### src/rtl/plic_ctrl.sv
// Bus-facing configuration and claim/complete sequencer for the plic block.
// Holds priority/enable/threshold registers and gates cpu_irq through an IDLE/NOTIFY/CLAIM/SERVICE FSM.

module plic_ctrl_prio #(
  parameter int PRIO_W = 3
) (
  input  logic              clk,
  input  logic              rst,
  input  logic              wen,
  input  logic [PRIO_W-1:0] wdata,
  output logic [PRIO_W-1:0] prio_q
);
  logic [PRIO_W-1:0] prio_d;

  always_comb begin
    prio_d = prio_q;
    if (wen) prio_d = wdata;
  end

  always_ff @(posedge clk) begin
    if (rst) prio_q <= '0;
    else     prio_q <= prio_d;
  end
endmodule

module plic_ctrl #(
  parameter int PORTS  = 4,
  parameter int ID_W   = 2,
  parameter int PRIO_W = 3
) (
  input  logic                    clk,
  input  logic                    rst,
  input  logic [3:0]              bus_addr,
  input  logic                    bus_wen,
  input  logic                    bus_ren,
  input  logic [31:0]             bus_wdata,
  output logic [31:0]             bus_rdata,
  input  logic                    plic_pending,
  input  logic [ID_W-1:0]         plic_id,
  output logic [PORTS-1:0]        int_enable,
  output logic [PORTS*PRIO_W-1:0] int_priority,
  output logic [PORTS-1:0]        int_claim,
  output logic                    cpu_irq
);
  localparam logic [3:0] ADDR_ENABLE = 4'd8;
  localparam logic [3:0] ADDR_THRESH = 4'd9;
  localparam logic [3:0] ADDR_CLAIM  = 4'd10;
  localparam logic [3:0] ADDR_STATUS = 4'd11;

  localparam logic [1:0] S_IDLE    = 2'd0;
  localparam logic [1:0] S_NOTIFY  = 2'd1;
  localparam logic [1:0] S_CLAIM   = 2'd2;
  localparam logic [1:0] S_SERVICE = 2'd3;

  logic [PORTS-1:0][PRIO_W-1:0] prio_q;
  logic [PORTS-1:0]             prio_wen;
  logic [PORTS-1:0]             enable_q, enable_d;
  logic [PRIO_W-1:0]            thresh_q, thresh_d;
  logic [1:0]                   state_q, state_d;
  logic [ID_W-1:0]              active_id_q, active_id_d;
  logic [31:0]                  rdata_q, rdata_d;

  logic [PRIO_W-1:0] sel_prio;
  logic              eligible;
  logic              claim_rd;
  logic              complete_wr;
  logic              complete_ok;
  logic              in_service;
  logic [31:0]       claim_val;
  logic [31:0]       status_val;
  logic [31:0]       rd_val;

  for (genvar i = 0; i < PORTS; i++) begin : g_src
    assign prio_wen[i] = bus_wen && (bus_addr == 4'(i));
    plic_ctrl_prio #(.PRIO_W(PRIO_W)) u_prio (
      .clk    (clk),
      .rst    (rst),
      .wen    (prio_wen[i]),
      .wdata  (bus_wdata[PRIO_W-1:0]),
      .prio_q (prio_q[i])
    );
  end

  // Priority of whatever source the plic currently reports; out-of-range ids count as priority 0.
  always_comb begin
    sel_prio = '0;
    for (int i = 0; i < PORTS; i++)
      if (plic_id == ID_W'(i)) sel_prio = prio_q[i];
  end

  assign eligible    = plic_pending && (sel_prio > thresh_q);
  assign claim_rd    = bus_ren && !bus_wen && (bus_addr == ADDR_CLAIM);
  assign complete_wr = bus_wen && (bus_addr == ADDR_CLAIM);
  assign complete_ok = bus_wdata == ({{(32-ID_W){1'b0}}, active_id_q} + 32'd1);
  assign in_service  = (state_q == S_CLAIM) || (state_q == S_SERVICE);

  always_comb begin
    state_d     = state_q;
    active_id_d = active_id_q;
    claim_val   = '0;
    case (state_q)
      S_IDLE: if (eligible) state_d = S_NOTIFY;
      S_NOTIFY: begin
        if (claim_rd && eligible) begin
          active_id_d = plic_id;
          claim_val   = {{(32-ID_W){1'b0}}, plic_id} + 32'd1;
          state_d     = S_CLAIM;
        end else if (!eligible) begin
          state_d = S_IDLE;
        end
      end
      S_CLAIM:   state_d = S_SERVICE;
      S_SERVICE: if (complete_wr && complete_ok) state_d = S_IDLE;
      default:   state_d = S_IDLE;
    endcase
  end

  always_comb begin
    status_val             = '0;
    status_val[0]          = cpu_irq;
    status_val[1]          = in_service;
    status_val[2 +: ID_W]  = in_service ? active_id_q : '0;
  end

  always_comb begin
    rd_val = '0;
    case (bus_addr)
      ADDR_ENABLE: rd_val = 32'(enable_q);
      ADDR_THRESH: rd_val = 32'(thresh_q);
      ADDR_CLAIM:  rd_val = claim_val;
      ADDR_STATUS: rd_val = status_val;
      default: begin
        for (int i = 0; i < PORTS; i++)
          if (bus_addr == 4'(i)) rd_val = 32'(prio_q[i]);
      end
    endcase
  end

  // A simultaneous write wins: read data is forced to 0 and claim_rd already excludes the claim.
  always_comb begin
    rdata_d  = rdata_q;
    enable_d = enable_q;
    thresh_d = thresh_q;
    if (bus_ren) rdata_d = bus_wen ? '0 : rd_val;
    if (bus_wen && bus_addr == ADDR_ENABLE) enable_d = bus_wdata[PORTS-1:0];
    if (bus_wen && bus_addr == ADDR_THRESH) thresh_d = bus_wdata[PRIO_W-1:0];
  end

  always_ff @(posedge clk) begin
    if (rst) begin
      enable_q    <= '0;
      thresh_q    <= '0;
      state_q     <= S_IDLE;
      active_id_q <= '0;
      rdata_q     <= '0;
    end else begin
      enable_q    <= enable_d;
      thresh_q    <= thresh_d;
      state_q     <= state_d;
      active_id_q <= active_id_d;
      rdata_q     <= rdata_d;
    end
  end

  always_comb begin
    int_claim = '0;
    for (int i = 0; i < PORTS; i++)
      int_claim[i] = (state_q == S_CLAIM) && (active_id_q == ID_W'(i));
  end

  assign cpu_irq      = (state_q == S_NOTIFY);
  assign bus_rdata    = rdata_q;
  assign int_enable   = enable_q;
  assign int_priority = prio_q;
endmodule

### config.mk
export PLATFORM = sky130hd
export DESIGN_NAME = plic_ctrl
export DESIGN_NICKNAME = d
export VERILOG_FILES = /design/src/rtl/plic_ctrl.sv
export SDC_FILE = /design/constraint.sdc
export NUM_CORES = 1
export LEC_CHECK = 0
export ABC_AREA = 1
export ABC_CLOCK_PERIOD_IN_PS = 3700
export BUFFER_PORTS_ARGS = -buffer_cell sky130_fd_sc_hd__buf_4
export CORE_UTILIZATION = 51
export CTS_CLUSTER_SIZE = 12
export DETAILED_ROUTE_END_ITERATION = 10
export PLACE_DENSITY = 0.84
export SYNTH_ARGS = -nofsm -noshare
export SYNTH_HDL_FRONTEND = slang
export SYNTH_SLANG_ARGS = --single-unit
### constraint.sdc
create_clock -name clk -period 3.7 [get_ports clk]
set_input_delay 0.37 -clock clk [delete_from_list [all_inputs] [get_ports clk]]
set_output_delay 0.37 -clock clk [all_outputs]
set_load 0.02 [all_outputs]
==> impl.org, run 1 <==
** Run status
- Run status :: finished clean

** Timing
- Setup repair after global routing missed its margin :: false
- The final-report max-slew violation count came to 0.
- Setup violations remaining at the end of the flow were counted as 0.
- Max Freq :: ~0.44 GHz
- Counting I/O delays and the setup requirement, the final critical path takes around 2.3 ns.
- After layout, the worst setup slack is 1.42 ns.
- The count of final hold-check violations was 0.
- The worst pin sits at a relative slew slack of between 60% and 70%.
- For the pin with the worst max-slew slack, the measured transition is about 0.57 ns.
- Clock skew after layout :: around 0.0030 ns
- Final critical-path share of the clock period :: between 60% and 70%
- Final TNS setup :: 0 ns

** Power and ir drop
- Portion of total power attributed to combinational logic :: roughly 29%
- The share of total power dissipated in the clock network is ~25%.
- Internal power comes to around 450 uW.
- Proportion of total power due to net switching :: about a third
- Sw Pwr :: roughly 220 uW
- Pleak :: ~0.0012 uW
- Proportion of power drawn by flip-flops and latches :: between 40% and 50%
- Worst IR Drop VDD :: approximately 0.00015 V
- For this design the ratio of total power to cell area is about 270 nW/um^2.

** Cells and area
- For this run, the post-layout net count is ~450.
- From synthesis to final layout, the design area changed by 23.6%.
- Of the cells placed in the final design, the portion with a size suffix greater than 1 is 19.8%.
- Count of inserted antenna diode cells :: 0
- The filler cells instantiated in the layout total about 380.
- The top cell types in the final layout, fill and taps aside, are 67 x buf_4, 58 x inv_1, 55 x nand2_1.
- The library cell used most frequently in the layout, excluding fill and tap cells, is buf_4.

** Worst setup path
- Slowest stage delay, CP :: about 0.32 ns
- Highest fanout seen on the critical path :: 6
- Arrival time at the worst endpoint :: approximately 2.5 ns
- Kind of launch point of the worst setup path :: primary input
- Cell with the biggest individual delay on the critical path :: ha_1
- Grouping stages by cell kind, the critical path spends the most delay in compound AO/OA/AOI/OAI gates.
- Critical-path cell list :: buf_4 -> inv_1 -> ha_1 -> a21oi_1 -> o31ai_1 -> o211ai_1 -> o21ai_0 -> ha_1 -> nand2_1 -> nor2_1 -> nor2_1 -> nor2_1 -> nand2_1 -> o21ai_0 -> a21oi_1
- Crit Path Class :: in -> reg
- Type of element capturing the critical path :: flip-flop
- Most frequent cell on the critical path :: nor2_1
- Number of buffer and inverter instances along the worst setup path :: 2
- Data on the critical path is required at its endpoint by ~3.9 ns.

** GRT
- The via count of the first global-routing pass came to between 1500 and 2000.
- Entering global routing, the biggest net connects 21 pins.
- Total global routing track utilization :: around a quarter
- Antenna violations before repair :: 0
- Total gr overflow :: 0
- The first global-routing pass estimated 8570 microns of wire.

** CTS
- Quantity of hold-fixing buffers added after cts :: 0
- Clk sinks :: 27
- TritonCTS created 3 clock buffers.
- Post-CTS Resized :: 0
- CTS built an H-tree with a depth of 1.
- Post-CTS setup buffer count :: 0
- The clock reaches the later pin of the worst-skew pair after 0.27 ns.
- Root buffer cell :: clkbuf_8
- Clock-pin slew was measured on the worst setup and hold paths at around 0.090 ns.
- Max Buffers Root-to-Sink :: 2
- TritonCTS clock tree :: built

** Die
- The floorplan step defined a die boundary enclosing 4270 sq um.
- The die is approximately 65 microns tall.
- Standard cell core area :: around 3700 sq um
- Boundary Pins :: 96
- The initialized floorplan defines 22 standard-cell rows.
- From left edge to right edge, the die measures 65.4 microns.
- Once the floorplan was initialized, standard cells occupied a little over half of the core.

** Synthesis
- Sequential elements use between 20% and 30% of the synthesized area.
- Post-Syn Instances :: ~330
- The Yosys step of the flow raised 0 warnings.
- The number of different library cells used by synthesis comes to 23.
- Post-Syn Area :: ~2000 sq um
- In this run, synthesis produced a sequential element count of 27.
- Synthesized area per cell :: 6.26 sq um

** Run
- The tool flagged a number of max-cap violations equal to 0.

** Drt
- Final wirelength :: 5410 microns
- In the routed layout, each cell is associated on average with a via count of between 4 and 5.
- In this run the remaining antenna-violating nets after routing total 0.
- Detailed routing inserted a total of around 2200 vias.
- For this block, the initial DRC count from the detailed router was 120.
- Final routed DRC violation total :: 0
- The first detailed-routing pass took 4 iterations.
- In the final routed layout, each cell accounts on average for ~12 microns.

** Worst hold path
- The min-delay analysis places its worst path in the category in -> reg.

** Placement
- Buffers placed on the I/O ports in this run total 67.
- The congestion estimate from routability-driven global placement came to roughly 0.95.
- OpenSTA, run right after detailed placement, puts the worst setup slack at approximately 1.2 ns.
- Post-detail-place hpwl :: about 4300 microns
==> metrics by stage <==
step / std cells / hold WS (ns) / utilization, % / cell area, sq um / power [uW]
after floorplan: 354 / 0.443 / - / 2150 / 454
after global routing: 441 / 0.317 / 67.6 / 2530 / 710
after global placement: 437 / 0.452 / 66.4 / 2490 / 504
final: 441 / 0.327 / 67.6 / 2530 / 671
after CTS: 441 / 0.323 / 67.6 / 2530 / 670
after detailed placement: 437 / 0.458 / 66.4 / 2490 / 507
==> layout make-up <==
class	count	area, sq um	share of cell area (%)
Inverter	59	221	8.75
Multi-Input combinational cell	236	1160	45.9
Clock buffer	4	45.0	1.78
Timing Repair Buffer	67	503	19.9
Sequential cell	27	541	21.4
Tap cell	48	60.1	2.37
==> metal layers <==
metal | GRT usage, % | vias up | routed length, microns | part of all wire (%)
li1 | - | 1107 | - | -
met1 | 35.6 | 946 | 2220 | 41
met2 | 43.8 | 121 | 2600 | 48
met3 | 3.30 | 6 | 544 | 10
met4 | 5.16 | 0 | 45 | 0.83
met5 | 0 | - | 0 | 0
==> final timing paths <==
| path | start | end | slack, ns | depth (start not counted) |
|---|---|---|---|---|
| setup / recovery | plic_id[1] | active_id_q[1]$_SDFFE_PP0P_ | 1.42 | 15 |
| hold / removal | rst | g_src[1].u_prio.prio_q[2]$_SDFFE_PP0P_ | 0.33 | 2 |
| setup reg to reg | g_src[0].u_prio.prio_q[2]$_SDFFE_PP0P_ | active_id_q[1]$_SDFFE_PP0P_ | 1.55 | 11 |
| hold reg to reg | bus_rdata[1]$_SDFFE_PP0P_ | bus_rdata[1]$_SDFFE_PP0P_ | 0.47 | 2 |
==> registers in the layout, summed over array words and instances, names as in the netlist, named ones only <==
name                 count
active_id_q              2
bus_rdata                4
g_src.u_prio.prio_q     12
int_enable               4
state_q                  1
thresh_q                 3
==> worst register-to-register path, cell delays in order (launching register included) <==
cell	delay [ns]
dfxtp_1	0.38
inv_1	0.08
o31ai_1	0.22
o211ai_1	0.12
o21ai_0	0.09
ha_1	0.27
nand3_1	0.09
nand2_1	0.05
nor2_1	0.31
nand2_1	0.19
o21ai_0	0.18
a21oi_1	0.06
==> cell families (layout without fill, tap and decap cells) <==
kind of cell               count (synthesis)  after routing  synth area share, %
DFF                                       27             27                 26.4
adders and majority gates                 11             11                 6.72
other                                      1             28                0.183
and+or+nand+nor                          131            131                 27.9
AOI/OAI and AO/OA                         66             66                 17.0
buffers and inverters                     91            130                 21.9
==> power groups by stage <==
stage,clock network [uW],logic [uW],registers [uW]
after floorplan,0,134,320
after global placement,0,187,317
after detailed placement,0,190,317
after CTS,169,191,310
after global routing,186,212,312
final,168,193,311
==> Yosys cell counts <==
| cell type | n | share of area (%) |
|---|---|---|
| ha_1 | 11 | 6.7 |
| nand2_1 | 55 | 10 |
| nand3_1 | 26 | 6.4 |
| o211ai_1 | 2 | 0.73 |
| conb_1 | 1 | 0.18 |
| o22ai_1 | 2 | 0.61 |
| buf_2 | 1 | 0.24 |
| inv_1 | 58 | 11 |
| inv_2 | 1 | 0.18 |
| dfxtp_1 | 27 | 26 |
| a211oi_1 | 1 | 0.37 |
| and2_1 | 1 | 0.31 |
| and2_0 | 2 | 0.61 |
| nor2_1 | 39 | 7.1 |
| o21ai_0 | 28 | 6.8 |
| nand3_2 | 1 | 0.49 |
| o31ai_1 | 3 | 1.1 |
| nor2_4 | 3 | 1.6 |
| nor2_2 | 3 | 0.92 |
| nand4_1 | 1 | 0.31 |
| buf_4 | 28 | 10 |
| clkbuf_1 | 3 | 0.55 |
| a21oi_1 | 30 | 7.3 |
(Power assumes the default switching activity.)
==> inputs of run 2 (changes only) <==
Settings changed: ABC_AREA 1 to 0, ABC_CLOCK_PERIOD_IN_PS 3700 to 1970, CORE_UTILIZATION 51 to 42, PLACE_DENSITY 0.84 to 0.73.
Clock period 3.7 ns to 1.97 ns, I/O delays scaled along.
==> impl.org, run 2 <==
** Worst setup path
- Cell with the biggest individual delay on the critical path :: dfxtp_2
- R2r worst-path depth :: 8
- Grouping stages by cell kind, the critical path spends the most delay in compound AO/OA/AOI/OAI gates.
- Of all nets on the critical path, the largest fanout is 7.
- Critical-path cell list :: nand3b_1 -> a21oi_1 -> a21oi_1 -> o21ai_1 -> ha_1 -> o211a_4 -> and3_1 -> o31ai_1
- The worst register-to-register path ends at active_id_q[0]$_SDFFE_PP0P_.
- Kind of launch point of the worst setup path :: flip-flop
- Startpoint of the lowest-slack register-to-register path :: g_src[0].u_prio.prio_q[2]$_SDFFE_PP0P_
- Most frequent cell on the critical path :: a21oi_1
- Type of element capturing the critical path :: flip-flop
- Data required, critical path :: between 2 and 2.5 ns
- Number of buffer and inverter instances along the worst setup path :: 0
- Tracing the worst setup path back leads to its startpoint at g_src[0].u_prio.prio_q[2]$_SDFFE_PP0P_.
- Crit Path Class :: reg -> reg
- FF-to-FF setup slack :: between 0.1 and 0.15 ns
- Slowest stage delay, CP :: ~0.38 ns
- At the worst endpoint, the arrival time is 2.06 ns.

** Worst hold path
- The worst hold path passes through 3 cells.
- Worst hold path startpoint :: bus_wdata[3]
- The tightest min-delay check is of the in -> reg type.
- For hold timing, the worst endpoint is int_enable[3]$_SDFFE_PP0P_.

** GRT
- First-pass GRT wire length :: roughly 8400 microns
- Pin count of the biggest net entering global routing :: 32
- For this run, the total global-route usage over all layers was measured as a little over a fifth.
- Total gr overflow :: 0
- Vias in the first global route :: around 1700
- Antenna violations before repair :: 0

** CTS
- Clock-pin slew on the worst setup and hold paths :: around 0.10 ns
- For this design, the sink count on the clock tree is 27.
- TritonCTS built the clock tree.
- Insertion delay of the later-clocked pin in the worst-skew pair :: 0.28 ns
- Post-CTS setup buffer count :: 0
- Max H-tree Level :: 1
- Buffers inserted during clock tree synthesis total 3.
- Max Buffers Root-to-Sink :: 2
- The tree is rooted in a clkbuf_8.

** Timing
- Across all hold checks on the routed design, the worst slack comes to 0.178 ns.
- Setup violations remaining at the end of the flow were counted as 0.
- Final Critical Period :: roughly 1.9 ns
- Clock skew after layout :: around 0.0033 ns
- Endpoints failing hold :: 0
- Final TNS setup :: 0 ns
- Final critical-path share of the clock period :: 94.9%
- Count of pins over their slew limit :: 0
- Max Freq :: between 0.5 and 0.6 GHz

** Cells and area
- Commonest cells after routing, fill and taps aside :: 76 x buf_4, 28 x conb_1, 26 x dfxtp_1
- The repair_antennas step left the layout with diodes totalling 0.
- Area growth from synthesis to final layout :: 26.7%
- After routing the design area is roughly 2500 sq um.
- Ranked by flip-flop count, first place goes to g_src.u_prio.prio_q.
- Final standard cell utilization of the core :: between 50% and 60%
- Number of flip-flops under the largest register name :: 12
- Leading cell type in the layout, fill and taps excluded :: buf_4
- Proportion of layout cells with a drive suffix above 1 :: 28.8%
- Leaving out filler cells and counting taps, the final layout contains approximately 360.
- In the final design database the tool counted between 300 and 400 nets.

** Drt
- Vias after detailed routing :: about 1900
- Initial drt markers :: approximately 110
- Avg Vias per Cell :: between 5 and 6
- In the final routed layout, each cell accounts on average for approximately 14 microns.
- TritonRoute pass-1 iters :: 10
- Final wirelength :: about 5300 microns
- After detailed routing, the number of remaining DRC violations is 6.
- Antenna-violating nets left :: 0

** Die
- Site row count :: 24
- After floorplanning, the core was sized to cover between 4000 and 5000 sq um.
- The die covers just over 5000 sq um.
- The floorplan step set the die height to between 70 and 80 microns.
- The floorplan step set the die width to roughly 71 microns.
- Initial core utilization :: between 40% and 50%
- Boundary Pins :: between 90 and 100

** Synthesis
- Count of flip-flops with a built-in enable after synthesis :: 0
- After synthesis, the netlist uses between 40 and 50 different library cells.
- Main synth FF type :: dfxtp_1
- #FFs+latches synth :: 27
- Most frequent cells after synthesis :: 32 x buf_4, 27 x dfxtp_1, 22 x nor2_1
- Cell with the most instances after synthesis :: buf_4
- Most area-consuming cells after synthesis :: dfxtp_1 27%, buf_4 12%, mux2i_1 10%
- Number of synthesis warnings :: 0
- Post-Syn Area :: 2010 sq um
- After synthesis, the mean cell area works out to slightly above 8 sq um.
- Summing the sequential cell areas from Yosys gives between 20% and 30% of the chip area.
- In the synthesized netlist the async set-or-reset flop fraction comes to 0%.
- The biggest area contributor in the post-synthesis netlist is dfxtp_1.
- Synthesis produced a netlist whose cell count is between 200 and 250.
- Fraction of post-synthesis cell area in the top cell type by area :: between 20% and 30%

** Placement
- Gpl congestion :: about 0.87
- Total placed instance area :: approximately 2500 sq um
- Including well taps, the total number of placed cells is 360.
- Post-detail-place hpwl :: 4050 microns
- Port-buffer cells :: 67

** Power and ir drop
- Dividing total power by cell area gives a power density of ~450 nW/um^2.
- VDD sags by at most 0.000241 V.
- In this run the static leakage power is 0.00117 uW.

** Run status
- The checks that failed: DRC.
- Run status :: finished, violations left

** Run
- Max capacitance violation total :: 0
## run 2: cell types whose count changed in the layout (fill, tap and decap cells not counted), moves of 4 or more
cell	change
a21oi_1	-12
buf_4	+9
inv_1	-49
mux2i_1	+21
nand2_1	-37
nand3_1	-17
nand3b_1	+4
nand4_1	+7
nor2_1	-17
nor2b_1	+8
nor4_1	+9
o21ai_0	-26
## run 2: where the power goes
group          internal (uW)  switching, uW
Clock                    142            186
Combinational            110            158
Sequential               553           6.52
## run 2: layout make-up
cell class                 count  area (sq um)
sequential                    27           542
fill                         404          1920
inverter                       9          33.8
multi-input combinational    196          1290
clock inverter                 1          5.00
tap                           52          65.1
clock buffer                   3          41.3
timing repair buffer          76           571
## run 2: what timing repair did
action / in CTS / in global routing
pin swaps: 0 / 1
setup endpoints to repair: 3 / 7
cloned: 0 / 0
gates resized for setup: 1 / 6
hold buffers: 0 / 0
## run 2: per-stage QoR
step                power, uW  setup WS [ns]
CTS                      1150        0.00468
global placement          829         -0.136
floorplan                 763         0.0753
finish                   1150          0.100
detailed placement        831         -0.266
global route             1210      -0.000561
## run 2: tightest hold or removal path, delay by kind of cell
kind | cells | cell delay (ns)
AOI/OAI and AO/OA | 1 | 0.05
buffers and inverters | 1 | 0.11
and+or+nand+nor | 1 | 0.06
## run 2: kinds of logic after synthesis
logic type | count (synthesis) | synth area share [%]
adder cells (fa/ha/maj) | 11 | 6.84
multiplexers | 21 | 10.4
other | 1 | 0.186
buffers and inverters | 50 | 15.5
flip-flops | 27 | 26.9
XOR/XNOR | 3 | 1.31
AND/OR/NAND/NOR | 99 | 28.5
AO/OA/AOI/OAI | 34 | 10.3
## run 2: worst max-delay path by stage
stage,end,slack (ns),cells after the start
2_1_floorplan,active_id_q[0]$_SDFFE_PP0P_,0.08,10
3_3_place_gp,state_q[0]$_SDFFE_PP0P_,-0.14,12
3_5_place_dp,flip-flop,-0.27,11
4_1_cts,flip-flop,0.005,11
5_1_grt,active_id_q[0]$_SDFFE_PP0P_,-0.0006,8
6_report,active_id_q[0]$_SDFFE_PP0P_,0.10,8
## run 2: routing by layer
metal  share of wire (%)  track usage (%)
met1                  45             27.5
met2                  48             35.7
met3                 7.0             4.22
met4                0.63             5.56
met5                   0                0
==> inputs of run 3 (changes only) <==
Settings changed: PLACE_DENSITY 0.73 to not set, PLACE_DENSITY_LB_ADDON set to 0.2, SLEW_MARGIN set to 5.
==> impl.org, run 3 (synthesized netlist as in run 2, its figures left out) <==
** Timing
- Endpoints failing hold :: 0
- Count of pins over their slew limit :: 0
- After routing, the total negative slack on setup checks comes to 0 ns.
- Final Critical Period :: approximately 1.9 ns
- Timing would allow up to 0.536 GHz.
- Setup violations remaining at the end of the flow were counted as 0.
- Clock skew after layout :: roughly 0.0047 ns
- Setup repair after global routing left no endpoint under its margin.
- Final critical-path share of the clock period :: about 95%

** Die
- Site row count :: 24
- DIE AREA :: between 5000 and 6000 sq um
- Initial core utilization :: 45.0%
- Standard cell core area :: 4470 sq um
- Vertical die dimension :: ~71 microns
- Boundary Pins :: between 90 and 100
- Die X-Extent :: roughly 71 microns

** Drt
- Average wire length per cell after detail routing :: between 10 and 15 microns
- Final routed DRC violation total :: 8
- Final wirelength :: approximately 5200 microns
- The first detailed-routing pass took 8 iterations.
- Initial drt markers :: around 170
- After detailed routing, the number of vias per cell comes to roughly 5.2.
- The final route contains roughly 1900 vias.
- The count of nets left with antenna violations once routing finished came out at 0.

** Worst setup path
- The critical path starts at g_src[0].u_prio.prio_q[0]$_SDFFE_PP0P_.
- For this design, the slowest cell found on the critical path is dfxtp_1.
- Of all nets on the critical path, the largest fanout is 6.
- At the worst endpoint, the arrival time is a little over 2 ns.
- Critical-path cell list :: nor2b_1 -> a221oi_1 -> nor3_1 -> a21oi_1 -> ha_1 -> nand3_1 -> o211a_4 -> a21oi_1 -> nor4_1
- Type of element capturing the critical path :: flip-flop
- The setup path with the least slack is of type reg -> reg.
- Broken down by cell family, the worst path's largest delay share belongs to compound AO/OA/AOI/OAI gates.
- The largest single stage delay on the critical path is between 0.3 and 0.4 ns.
- The startpoint identified for the worst register-to-register timing path is g_src[0].u_prio.prio_q[0]$_SDFFE_PP0P_.
- Data required, critical path :: about 2.2 ns
- Kind of launch point of the worst setup path :: flip-flop
- Number of buffer and inverter instances along the worst setup path :: 0
- The most numerous cell type found on the critical path is a21oi_1.

** CTS
- In this run the post-CTS setup repair buffer count came out at 0.
- Max Buffers Root-to-Sink :: 2
- TritonCTS clock tree :: built
- The cell sitting at the root of the clock tree is a clkbuf_8.
- Clock-pin slew was measured on the worst setup and hold paths at 0.10 ns.
- Insertion delay of the later-clocked pin in the worst-skew pair :: 0.27 ns
- In this run the number of H-tree levels came out at 1.
- Clk sinks :: 27
- Clock tree synthesis inserted a total of 3 buffers.

** Cells and area
- The library cells used most frequently in the layout, excluding fill and tap cells, are 78 x buf_4, 28 x conb_1, 26 x dfxtp_1.
- Leading cell type in the layout, fill and taps excluded :: buf_4
- Area growth from synthesis to final layout :: 26.7%
- Top register by number of flip-flops :: g_src.u_prio.prio_q
- The net count of the finished layout is approximately 370.
- The post-route netlist has 29.0% of its cells at a drive strength greater than 1.
- Area of all placed cells without fillers :: 2550 sq um
- Count of inserted antenna diode cells :: 0
- The register with the most flip-flops in the layout has 12 of them.
- Count of fill cells added during filler insertion :: 445

** Power and ir drop
- For this design the total switching power over the nets is 344 uW.
- The internal power of the cells totals 805 uW.
- In this run switching power makes up 29.9% of total power.
- Dividing total power by cell area gives a power density of approximately 450 nW/um^2.
- Portion of total power attributed to combinational logic :: a little under a quarter
- Clock network power share :: between 20% and 30%
- Worst IR Drop VDD :: roughly 0.00028 V
- Proportion of power drawn by flip-flops and latches :: a little under 50%
- Summed over all cells, the static leakage comes to around 0.0012 uW.

** Run status
- The run finished, with violations left.
- Violated checks :: DRC

** Placement
- Detailed placement ended at an HPWL of about 4000 microns.
- After detailed placement, the total cell area comes to about 2500 sq um.
- Port-buffer cells :: 67
- Gpl congestion :: about 0.83

** Worst hold path
- Hold Crit Class :: in -> reg
- In this run the most critical hold path is launched from bus_wdata[3].

** Run
- Max capacitance violation total :: 0

** GRT
- Total gr overflow :: 0
- The number of antenna violations at the first check in global routing came to 0.
- The via count of the first global-routing pass is 1652.
- Total global routing track utilization :: 20.3%
- Pin count of the biggest net entering global routing :: 32
- The first global-routing pass estimated 8160 microns of wire.
run 3: area by class of cell:
| type | instances | area, sq um | share of cell area, % |
|---|---|---|---|
| clock buffers | 3 | 41.3 | 1.62 |
| clock inverters | 1 | 5.00 | 0.196 |
| repair buffers | 78 | 586 | 23.0 |
| inverters | 9 | 33.8 | 1.33 |
| flip-flops and latches | 27 | 542 | 21.3 |
| well taps | 52 | 65.1 | 2.55 |
| multi-input cells | 196 | 1280 | 50.1 |
run 3: layer usage:
metal,vias to the layer above,routed length [microns],GRT usage [%]
li1,946,-,-
met1,872,2360,29.2
met2,85,2330,32.4
met3,2,444,3.09
met4,0,25,4.22
met5,-,0,0
run 3: worst reg2reg max path: stages (launching register included):
cell	delay, ns
dfxtp_1	0.34
nor2b_1	0.13
a221oi_1	0.28
nor3_1	0.08
a21oi_1	0.14
ha_1	0.25
nand3_1	0.09
o211a_4	0.19
a21oi_1	0.09
nor4_1	0.21
run 3: path summary, 6_finish.rpt:
path / end / depth (start not counted) / slack [ns]
max: state_q[0]$_SDFFE_PP0P_ / 9 / 0.10
min: int_enable[3]$_SDFFE_PP0P_ / 3 / 0.20
max reg2reg: state_q[0]$_SDFFE_PP0P_ / 9 / 0.10
min reg2reg: bus_rdata[3]$_SDFFE_PP0P_ / 2 / 0.48
run 3: stage by stage:
stage               cells  utilization [%]  hold slack, ns  power (uW)  setup slack (ns)
finish                366             57.0           0.202        1150             0.103
global route          366             57.0           0.216        1190           0.00514
CTS                   366             56.6           0.207        1150            0.0446
detailed placement    362             55.6           0.471         832            -0.192
global placement      362             55.6           0.464         832            -0.142
floorplan             273                -           0.345         763            0.0753
run 3: power by group through the flow:
stage,Sequential [uW],Clock (uW),Combinational [uW]
6_report,560,323,266
5_1_grt,561,343,286
4_1_cts,560,326,261
3_5_place_dp,572,0,260
3_3_place_gp,572,0,260
2_1_floorplan,577,0,186
run 3: what timing repair did:
item                       CTS  global route
gates resized for setup      0             5
setup endpoints to repair    0             6
hold buffers                 0             0
